[config.mk]
export PLATFORM = sky130hd
export DESIGN_NAME = bus_mem_arbiter
export DESIGN_NICKNAME = d
export VERILOG_FILES = /design/src/rtl/bus_arb_pkg.sv /design/src/rtl/bus_mem_arbiter_arb_rr2.sv /design/src/rtl/bus_mem_arbiter.sv
export SDC_FILE = /design/constraint.sdc
export NUM_CORES = 1
export LEC_CHECK = 0
export CORE_ASPECT_RATIO = 0.75
export CORE_MARGIN = 5
export CORE_UTILIZATION = 36
export CTS_BUF_LIST = sky130_fd_sc_hd__clkbuf_16
export CTS_CLUSTER_SIZE = 25
export DETAILED_ROUTE_END_ITERATION = 8
export GPL_TIMING_DRIVEN = 0
export PLACE_DENSITY = 0.86
export SLEW_MARGIN = 15
export SYNTH_ARGS = -nofsm -noshare
export SYNTH_HDL_FRONTEND = slang
export SYNTH_SLANG_ARGS = --single-unit
export TNS_END_PERCENT = 50
[constraint.sdc]
create_clock -name clk -period 2.9 [get_ports clk]
set_input_delay 0.435 -clock clk [delete_from_list [all_inputs] [get_ports clk]]
set_output_delay 0.435 -clock clk [all_outputs]
set_load 0.05 [all_outputs]
[src/rtl/bus_arb_pkg.sv]
// Shared types for the two-master memory arbiter: FSM state encoding and master identifiers.
package bus_arb_pkg;

    localparam int NUM_MASTERS = 2;

    typedef enum logic {
        IDLE = 1'b0,
        XFER = 1'b1
    } state_t;

    typedef logic master_id_t;

endpackage

[src/rtl/bus_mem_arbiter_arb_rr2.sv]
// Two-input round-robin picker: on a tie the master that did not own the last burst wins.
module arb_rr2
    import bus_arb_pkg::*;
(
    input  logic [1:0] req,
    input  logic       last,
    output logic       valid,
    output logic       pick
);

    always_comb begin
        valid = |req;
        pick  = 1'b0;
        if (req == 2'b11) begin
            pick = ~last;
        end else begin
            pick = req[1];
        end
    end

endmodule

[src/rtl/bus_mem_arbiter.sv]
// Round-robin arbiter that owns one memory slave per burst, walks the burst address
// beat by beat, range-checks each beat and registers read data back to the owner.
module bus_mem_arbiter
    import bus_arb_pkg::*;
#(
    parameter int ADDR_WIDTH = 16,
    parameter int DATA_WIDTH = 32,
    parameter int LEN_WIDTH  = 4,
    parameter int MEM_DEPTH  = 128
) (
    input  logic                  clk,
    input  logic                  rstn,
    input  logic                  m0_req,
    input  logic                  m0_wr,
    input  logic [ADDR_WIDTH-1:0] m0_addr,
    input  logic [LEN_WIDTH-1:0]  m0_len,
    input  logic [DATA_WIDTH-1:0] m0_wdata,
    output logic                  m0_gnt,
    output logic                  m0_ack,
    output logic                  m0_err,
    output logic                  m0_rvalid,
    output logic [DATA_WIDTH-1:0] m0_rdata,
    input  logic                  m1_req,
    input  logic                  m1_wr,
    input  logic [ADDR_WIDTH-1:0] m1_addr,
    input  logic [LEN_WIDTH-1:0]  m1_len,
    input  logic [DATA_WIDTH-1:0] m1_wdata,
    output logic                  m1_gnt,
    output logic                  m1_ack,
    output logic                  m1_err,
    output logic                  m1_rvalid,
    output logic [DATA_WIDTH-1:0] m1_rdata,
    output logic                  s_wen,
    output logic                  s_ren,
    output logic [ADDR_WIDTH-1:0] s_addr,
    output logic [DATA_WIDTH-1:0] s_wdata,
    input  logic [DATA_WIDTH-1:0] s_rdata
);

    // One extra bit so a depth equal to the full address space compares correctly.
    localparam logic [ADDR_WIDTH:0] DEPTH_LIM = (ADDR_WIDTH+1)'(MEM_DEPTH);

    state_t                state_reg, state_next;
    master_id_t            owner_reg, owner_next;
    master_id_t            last_reg, last_next;
    logic [LEN_WIDTH-1:0]  beat_reg, beat_next;
    logic [LEN_WIDTH-1:0]  len_reg, len_next;
    logic [ADDR_WIDTH-1:0] base_reg, base_next;
    logic                  wr_reg, wr_next;

    logic [1:0]            req_vec;
    logic                  arb_valid;
    master_id_t            arb_pick;
    logic                  xfer;
    logic                  owner_req;
    logic [DATA_WIDTH-1:0] owner_wdata;
    logic [ADDR_WIDTH-1:0] beat_addr;
    logic                  in_range;
    logic                  ack;
    logic                  perform;

    logic [NUM_MASTERS-1:0] gnt_vec, ack_vec, err_vec, rvalid_vec;
    logic [DATA_WIDTH-1:0]  rdata_arr [NUM_MASTERS];

    assign req_vec = {m1_req, m0_req};

    arb_rr2 u_arb (
        .req   (req_vec),
        .last  (last_reg),
        .valid (arb_valid),
        .pick  (arb_pick)
    );

    assign xfer        = (state_reg == XFER);
    assign owner_req   = owner_reg ? m1_req : m0_req;
    assign owner_wdata = owner_reg ? m1_wdata : m0_wdata;
    assign beat_addr   = base_reg + {{(ADDR_WIDTH-LEN_WIDTH){1'b0}}, beat_reg};
    assign in_range    = ({1'b0, beat_addr} < DEPTH_LIM);
    assign ack         = xfer && owner_req;
    assign perform     = ack && in_range;

    assign s_wen   = perform && wr_reg;
    assign s_ren   = perform && !wr_reg;
    assign s_addr  = perform ? beat_addr : '0;
    assign s_wdata = perform ? owner_wdata : '0;

    always_ff @(posedge clk) begin
        if (!rstn) begin
            state_reg <= IDLE;
            owner_reg <= 1'b0;
            last_reg  <= 1'b1;
            beat_reg  <= '0;
            len_reg   <= '0;
            base_reg  <= '0;
            wr_reg    <= 1'b0;
        end else begin
            state_reg <= state_next;
            owner_reg <= owner_next;
            last_reg  <= last_next;
            beat_reg  <= beat_next;
            len_reg   <= len_next;
            base_reg  <= base_next;
            wr_reg    <= wr_next;
        end
    end

    always_comb begin
        state_next = state_reg;
        owner_next = owner_reg;
        last_next  = last_reg;
        beat_next  = beat_reg;
        len_next   = len_reg;
        base_next  = base_reg;
        wr_next    = wr_reg;
        case (state_reg)
            IDLE: begin
                if (arb_valid) begin
                    state_next = XFER;
                    owner_next = arb_pick;
                    base_next  = arb_pick ? m1_addr : m0_addr;
                    len_next   = arb_pick ? m1_len : m0_len;
                    wr_next    = arb_pick ? m1_wr : m0_wr;
                    beat_next  = '0;
                end
            end
            XFER: begin
                // A dropped request aborts the burst just like a completed one.
                if (!owner_req || (beat_reg == len_reg)) begin
                    state_next = IDLE;
                    last_next  = owner_reg;
                end else begin
                    beat_next = beat_reg + LEN_WIDTH'(1);
                end
            end
            default: state_next = IDLE;
        endcase
    end

    generate
        for (genvar gi = 0; gi < NUM_MASTERS; gi++) begin : g_master
            logic                  is_owner;
            logic                  rvalid_reg;
            logic [DATA_WIDTH-1:0] rdata_reg;

            assign is_owner = (owner_reg == master_id_t'(gi));

            always_ff @(posedge clk) begin
                if (!rstn) begin
                    rvalid_reg <= 1'b0;
                    rdata_reg  <= '0;
                end else begin
                    rvalid_reg <= s_ren && is_owner;
                    if (s_ren && is_owner) begin
                        rdata_reg <= s_rdata;
                    end
                end
            end

            assign gnt_vec[gi]    = xfer && is_owner;
            assign ack_vec[gi]    = ack && is_owner;
            assign err_vec[gi]    = ack && !in_range && is_owner;
            assign rvalid_vec[gi] = rvalid_reg;
            assign rdata_arr[gi]  = rdata_reg;
        end
    endgenerate

    assign m0_gnt    = gnt_vec[0];
    assign m0_ack    = ack_vec[0];
    assign m0_err    = err_vec[0];
    assign m0_rvalid = rvalid_vec[0];
    assign m0_rdata  = rdata_arr[0];
    assign m1_gnt    = gnt_vec[1];
    assign m1_ack    = ack_vec[1];
    assign m1_err    = err_vec[1];
    assign m1_rvalid = rvalid_vec[1];
    assign m1_rdata  = rdata_arr[1];

endmodule
# Yosys cells after proc, flatten, opt, wreduce, memory -nomap -nowiden
# Index checks and enable logic that the tools add are counted.
dict set report totals {
  word_cells 56
  mem_bits_ro 0
  out_inout_bits 122
  ram_bits 0
  regBits 94
  latchBits 0
  n_memories 0
  input_bits 142
}
dict set report classes {
  multipliers 0
  div 0
  magnitude_cmp 1
  add_sub_neg 2
  n_reduce_logical 21
  n_eq_ne 4
  shift 0
  bitwise 3
  muxes 14
}
# op count
set op_table {}
lappend op_table {{two-way mux 32 bit} 2}
lappend op_table {{two-way mux 16 bit} 2}
lappend op_table {{adder 16 x 4 -> 16 bit} 1}
lappend op_table {{< comparator 16 x 8 -> 1 bit (second input constant)} 1}
lappend op_table {{logical AND 1 bit} 13}
lappend op_table {{two-way mux 4 bit} 3}
lappend op_table {{one-hot mux 4 bit (2 select lines)} 1}
lappend op_table {{AND reduction 2 bit} 3}
lappend op_table {{two-way mux 1 bit} 5}
lappend op_table {{adder 4 x 1 -> 4 bit (second input constant)} 1}
lappend op_table {{== test 4 bit} 1}
lappend op_table {{!= test 2 bit (second input constant)} 2}
lappend op_table {{zero test 1 bit} 3}
lappend op_table {{NOT 1 bit} 3}
lappend op_table {{== test 2 bit (second input constant)} 1}
lappend op_table {{one-hot mux 1 bit (2 select lines)} 1}
lappend op_table {{OR reduction 2 bit} 1}
lappend op_table {{logical OR 1 bit} 1}

# Depth between registers and ports, before layout
dict set report depth {
  depth_word 5
  mapped_depth 11
  mapped_depth_nobuf 9
}

# By module
# From an unflattened synthesis, not the netlist that was laid out.
dict set report unflattened {
  hier_cells 543
  area_unflattened_um2 4802.1
}
# module area_each_um2 cells_each instances seq_area_each_um2
set by_module_without_submodules {}
lappend by_module_without_submodules {bus_mem_arbiter 4788.3 541 1 1881.8}
lappend by_module_without_submodules {arb_rr2 13.8 2 1 0.0}

# Least setup slack after synthesis
# No wires, ideal clock.
dict set report synth_path {
  kind {reg-to-output}
  start {register beat_reg[0]}
  end {output port s_wdata[28]}
  n_path_buf 1
  required_time_ps 2465
  arrival_time_ps 3991
  path_slack_ps -1526
  stages_incl_launch_ff 11
  cell_sequence {dfxtp_1 > ha_1 > inv_1 > fa_1 > nor2b_4 > o31a_4 > a211o_1 > a22o_1 > nor3_2 > clkbuf_1 > nor4b_1}
}
dict set report synth_between {
  elab_chain_len 4
}
# element line_no
set synth_lines {}
lappend synth_lines {{start, declared} bus_mem_arbiter.sv:46} ;# logic [LEN_WIDTH-1:0] beat_reg, beat_next;
lappend synth_lines {{start signal, assigned} bus_mem_arbiter.sv:100} ;# beat_reg <= beat_next;
lappend synth_lines {{adder 16 x 4 -> 16 bit} bus_mem_arbiter.sv:77} ;# assign beat_addr = base_reg + {{(ADDR_WIDTH-LEN_WIDTH){1'b0}}, beat_reg};
lappend synth_lines {{< comparator 16 x 8 -> 1 bit} bus_mem_arbiter.sv:78} ;# assign in_range = ({1'b0, beat_addr} < DEPTH_LIM);
lappend synth_lines {{logical AND 1 bit} bus_mem_arbiter.sv:80} ;# assign perform = ack && in_range;
lappend synth_lines {{two-way mux 32 bit} bus_mem_arbiter.sv:85} ;# assign s_wdata = perform ? owner_wdata : '0;
lappend synth_lines {{end, declared} bus_mem_arbiter.sv:36} ;# output logic [DATA_WIDTH-1:0] s_wdata,
# Every way passes these cells.

# Worst setup path in the final report
dict set report layout_path {
  start {register beat_reg[0]}
  end {output port s_addr[4]}
}
dict set report layout_between {
  elab_chain_len 4
}
# element line_no
set layout_lines {}
lappend layout_lines {{adder 16 x 4 -> 16 bit *} bus_mem_arbiter.sv:77}
lappend layout_lines {{< comparator 16 x 8 -> 1 bit} bus_mem_arbiter.sv:78}
lappend layout_lines {{logical AND 1 bit} bus_mem_arbiter.sv:80}
lappend layout_lines {{two-way mux 16 bit *} bus_mem_arbiter.sv:84} ;# assign s_addr = perform ? beat_addr : '0;
lappend layout_lines {{end, declared} bus_mem_arbiter.sv:35} ;# output logic [ADDR_WIDTH-1:0] s_addr,
# Every way passes the cells marked *; elsewhere a longest branch is shown, timed or not.

==> metrics.txt <==
# TYPE chip_impl_metric gauge
chip_impl_metric{name="all_layer_gr_usage",unit=""} 0.209
chip_impl_info{name="setup.worst_path.start",value="beat_reg[0]$_SDFFE_PN0P_"} 1
chip_impl_metric{name="insertion_delay",unit="ns"} 0.34
chip_impl_metric{name="drv_slew",unit=""} 0
chip_impl_metric{name="drc",unit=""} 0
chip_impl_metric{name="drt_iter0_markers",unit=""} 273
chip_impl_metric{name="final_period_util",unit=""} 1.18
chip_impl_metric{name="max-clock-path-buffers",unit=""} 2
chip_impl_metric{name="comb_power_share",unit=""} 0.276
chip_impl_metric{name="drt_pass1_iterations",unit=""} 6
chip_impl_metric{name="grt_pass1_wl",unit="um"} 28000
chip_impl_metric{name="final_net_count",unit=""} 986
chip_impl_metric{name="finalSetupViolations",unit=""} 73
chip_impl_metric{name="fin_crit",unit="ns"} 3.43
chip_impl_metric{name="met1_usage",unit=""} 0.262
chip_impl_info{name="clk_root_buffer_cell",value="sky130_fd_sc_hd__clkbuf_16"} 1
chip_impl_metric{name="area.sequential",unit="sq mm"} 0.00189
chip_impl_metric{name="cap_violations",unit=""} 0
chip_impl_metric{name="power.switching",unit="uW"} 1080
chip_impl_metric{name="first_global_vias",unit=""} 5190
chip_impl_info{name="worstSetupPathType",value="reg2out"} 1
chip_impl_metric{name="vdd_drop_max",unit="mV"} 0.293
chip_impl_metric{name="power",unit="uW"} 3580
chip_impl_info{name="tritoncts",value="yes"} 1
chip_impl_metric{name="power.share.switching",unit=""} 0.301
chip_impl_metric{name="setup_ws",unit="ns"} -0.530
chip_impl_metric{name="detailed_place_hpwl",unit="um"} 14000
chip_impl_metric{name="globalRouteMet2Util",unit=""} 0.361
chip_impl_info{name="grt-busiest-layer",value="met2"} 1
chip_impl_metric{name="holdBufCountCts",unit=""} 0
chip_impl_info{name="result_of_the_run",value="finished with violations"} 1
chip_impl_metric{name="synth.yosys.warnings",unit=""} 0
chip_impl_metric{name="fp.dieH",unit="um"} 113
chip_impl_metric{name="antenna_cells_inserted",unit=""} 0
chip_impl_metric{name="post-route-cell-area",unit="sq mm"} 0.00913
chip_impl_metric{name="path_clk_slew",unit="ns"} 0.07
chip_impl_metric{name="synth_sequential_area_ratio",unit=""} 0.371
chip_impl_metric{name="synthesis.area",unit="sq mm"} 0.00507
chip_impl_metric{name="overflow",unit=""} 0
chip_impl_metric{name="final_cells",unit=""} 1018
chip_impl_metric{name="drt-total-wl",unit="um"} 18100
chip_impl_metric{name="number_of_synthesized_flops_with_an_enable_pin",unit=""} 0
chip_impl_metric{name="p_leak",unit="uW"} 0.00372
chip_impl_metric{name="yosysUniqueCellTypes",unit=""} 51
chip_impl_metric{name="core_rows",unit=""} 37
chip_impl_metric{name="final_core_utilization",unit=""} 0.664
chip_impl_metric{name="synthCells",unit=""} 549
chip_impl_metric{name="power_frac_seq",unit=""} 0.385
chip_impl_metric{name="placement.cell_area",unit="sq mm"} 0.00847
chip_impl_metric{name="design.portCount",unit=""} 264
chip_impl_metric{name="port-buffer-count",unit=""} 253
chip_impl_info{name="cp-start-kind",value="flop"} 1
chip_impl_info{name="reg2reg_from",value="beat_reg[0]$_SDFFE_PN0P_"} 1
chip_impl_metric{name="h_tree_depth_reported_by_cts",unit=""} 3
chip_impl_metric{name="drive_above_1_share",unit=""} 0.197
chip_impl_metric{name="yosys_register_bits",unit=""} 94
chip_impl_metric{name="routedWlPerCell",unit="um"} 17.8
chip_impl_metric{name="maxSlewHeadroom",unit=""} 0.215
chip_impl_metric{name="start_util",unit=""} 0.369
chip_impl_metric{name="dp_cells",unit=""} 985
chip_impl_metric{name="synthesis.area_per_instance",unit="sq um"} 9.23
chip_impl_info{name="hold_path_startpoint",value="m0_rdata[23]$_SDFFE_PN0P_"} 1
chip_impl_metric{name="internal-power",unit="uW"} 2500
chip_impl_metric{name="worstPathMaxFanout",unit=""} 12
chip_impl_metric{name="fmax",unit="MHz"} 292
chip_impl_metric{name="max_slew.worst_pin.slew",unit="ns"} 1.18
chip_impl_metric{name="vias_per_cell",unit=""} 5.09
chip_impl_metric{name="floorplan.die_area",unit="sq mm"} 0.0166
chip_impl_metric{name="ant_nets",unit=""} 0
chip_impl_metric{name="synthArstFlopShare",unit=""} 0
chip_impl_info{name="worst_setup_path_end_kind",value="output pin"} 1
chip_impl_metric{name="cts_sinks",unit=""} 94
chip_impl_metric{name="filler_cells_inserted",unit=""} 1071
chip_impl_metric{name="power_frac_clock",unit=""} 0.339
chip_impl_metric{name="power.density",unit="mW/mm^2"} 392
chip_impl_metric{name="detailroute.via_count",unit=""} 5182
chip_impl_metric{name="met3_track_utilization_from_global_routing",unit=""} 0.0552
chip_impl_info{name="failing_checks",value="negative setup slack"} 1
chip_impl_metric{name="die_width",unit="um"} 147
chip_impl_info{name="ys_dominant_reg_cell",value="sky130_fd_sc_hd__dfxtp_1"} 1
chip_impl_info{name="hold_path_class",value="reg2reg"} 1
chip_impl_metric{name="hold_viol",unit=""} 0
chip_impl_metric{name="multi_input_comb_area",unit="sq mm"} 0.00359
chip_impl_metric{name="core-area",unit="sq mm"} 0.0137
chip_impl_metric{name="worst_ep_arrival",unit="ns"} 3.00
chip_impl_info{name="rsz0062_at_grt",value="true"} 1
chip_impl_metric{name="cts_made_buffers",unit=""} 9
chip_impl_metric{name="initial_antenna_violation_count",unit=""} 0
chip_impl_metric{name="critical_path_required",unit="ns"} 2.47
chip_impl_metric{name="fin_skew",unit="ns"} 0.00860
chip_impl_metric{name="gp_congestion",unit=""} 0.866
chip_impl_metric{name="grt_start_max_net_pins",unit=""} 18
chip_impl_metric{name="area_added_between_synthesis_and_finish",unit="%"} 80.2
synthesized netlist by cell type (5+ instances only):
master | instances | area share
sky130_fd_sc_hd__nand2_1 | 123 | 0.091
sky130_fd_sc_hd__and4_1 | 5 | 0.0086
sky130_fd_sc_hd__ha_1 | 5 | 0.012
sky130_fd_sc_hd__buf_4 | 9 | 0.013
sky130_fd_sc_hd__and3_1 | 10 | 0.012
sky130_fd_sc_hd__o21ai_0 | 5 | 0.0049
sky130_fd_sc_hd__nor2_1 | 6 | 0.0044
sky130_fd_sc_hd__mux2i_1 | 118 | 0.23
sky130_fd_sc_hd__xnor2_1 | 10 | 0.017
sky130_fd_sc_hd__inv_1 | 6 | 0.0044
sky130_fd_sc_hd__o211a_1 | 19 | 0.038
sky130_fd_sc_hd__clkbuf_1 | 37 | 0.027
sky130_fd_sc_hd__nand3_1 | 6 | 0.0059
sky130_fd_sc_hd__nor4b_1 | 34 | 0.059
sky130_fd_sc_hd__nor3b_1 | 5 | 0.0074
sky130_fd_sc_hd__dfxtp_1 | 94 | 0.37
logic make-up after synthesis:
logic type | count (synthesis) | synth area share
flip-flops | 94 | 0.371
AND/OR/NAND/NOR | 210 | 0.221
other | 1 | 0.000740
XOR/XNOR | 11 | 0.0190
multiplexers | 119 | 0.235
buffers and inverters | 60 | 0.0578
adder cells (fa/ha/maj) | 6 | 0.0163
AO/OA/AOI/OAI | 48 | 0.0788
through the flow:
| step | setup TNS, ns | setup slack [ns] | hold slack, ns |
|---|---|---|---|
| global placement | -57.08 | -1.23 | 0.442 |
| CTS | -22.00 | -0.569 | 0.461 |
| global route | -29.55 | -0.656 | 0.483 |
| detailed placement | -61.73 | -1.27 | 0.451 |
| finish | -22.08 | -0.530 | 0.460 |
| floorplan | -13.18 | -0.343 | 0.464 |
layout by cell type (no fill, tap or decap), types with 5 or more instances in the layout:
master	netlist	final
sky130_fd_sc_hd__buf_4	9	25
sky130_fd_sc_hd__nand3_1	6	6
sky130_fd_sc_hd__xnor2_1	10	10
sky130_fd_sc_hd__inv_1	6	5
sky130_fd_sc_hd__o211a_1	19	19
sky130_fd_sc_hd__clkbuf_16	0	12
sky130_fd_sc_hd__clkbuf_1	37	29
sky130_fd_sc_hd__clkdlybuf4s50_1	0	209
sky130_fd_sc_hd__dfxtp_1	94	90
sky130_fd_sc_hd__conb_1	1	9
sky130_fd_sc_hd__nand2_1	123	123
sky130_fd_sc_hd__mux2i_1	118	116
sky130_fd_sc_hd__o21ai_0	5	5
sky130_fd_sc_hd__buf_6	4	47
sky130_fd_sc_hd__nor2_1	6	6
sky130_fd_sc_hd__nor4b_4	0	34
sky130_fd_sc_hd__and3_1	10	10
final cells by class:
| cell class | instances | area share |
|---|---|---|
| multi-input cells | 403 | 0.393 |
| repair buffers | 272 | 0.301 |
| flip-flops and latches | 94 | 0.207 |
| plain buffers | 52 | 0.0385 |
| clock buffers | 9 | 0.0247 |
| inverters | 6 | 0.00247 |
| well taps | 175 | 0.0240 |
| clock inverters | 7 | 0.00863 |
timing repair:
item | in CTS | in global routing
gates resized for setup | 332 | 11
gates cloned | 1 | 0
setup endpoints to repair | 106 | 105
setup buffers | 13 | 5
pin swaps | 9 | 6
worst max-delay path, cell delays in order (launching register included):
cell and delay (ns):
sky130_fd_sc_hd__dfxtp_4 0.36, sky130_fd_sc_hd__ha_4 0.16, sky130_fd_sc_hd__inv_2 0.05, sky130_fd_sc_hd__fa_2 0.22
sky130_fd_sc_hd__nor2b_4 0.05, sky130_fd_sc_hd__o31a_4 0.36, sky130_fd_sc_hd__a211o_1 0.28, sky130_fd_sc_hd__a22o_4 0.28
sky130_fd_sc_hd__nor3_4 0.14, sky130_fd_sc_hd__buf_4 0.24, sky130_fd_sc_hd__nor4b_4 0.32, sky130_fd_sc_hd__buf_6 0.21
final timing paths:
check	end	slack, ns	cells past startpoint
min reg2reg	m0_rdata[23]$_SDFFE_PN0P_	0.46	2
min	m0_rdata[23]$_SDFFE_PN0P_	0.46	2
max reg2reg	m0_rdata[3]$_SDFFE_PN0P_	-0.08	12
max	s_addr[4]	-0.53	11
power by group through the flow:
stage | Clock [uW] | Sequential [uW] | Combinational [uW]
after global placement | 0 | 1400 | 905
final | 1210 | 1380 | 987
after detailed placement | 0 | 1400 | 915
after floorplan | 0 | 1420 | 560
after global routing | 1280 | 1380 | 1050
after CTS | 1220 | 1380 | 978
metal layers:
| metal | share of wire | wire (um) |
|---|---|---|
| met5 | 0 | 0 |
| met4 | 0.014 | 261 |
| met2 | 0.48 | 8720 |
| met1 | 0.43 | 7760 |
| met3 | 0.074 | 1330 |
Note: power is estimated with default switching activity, not from simulation.
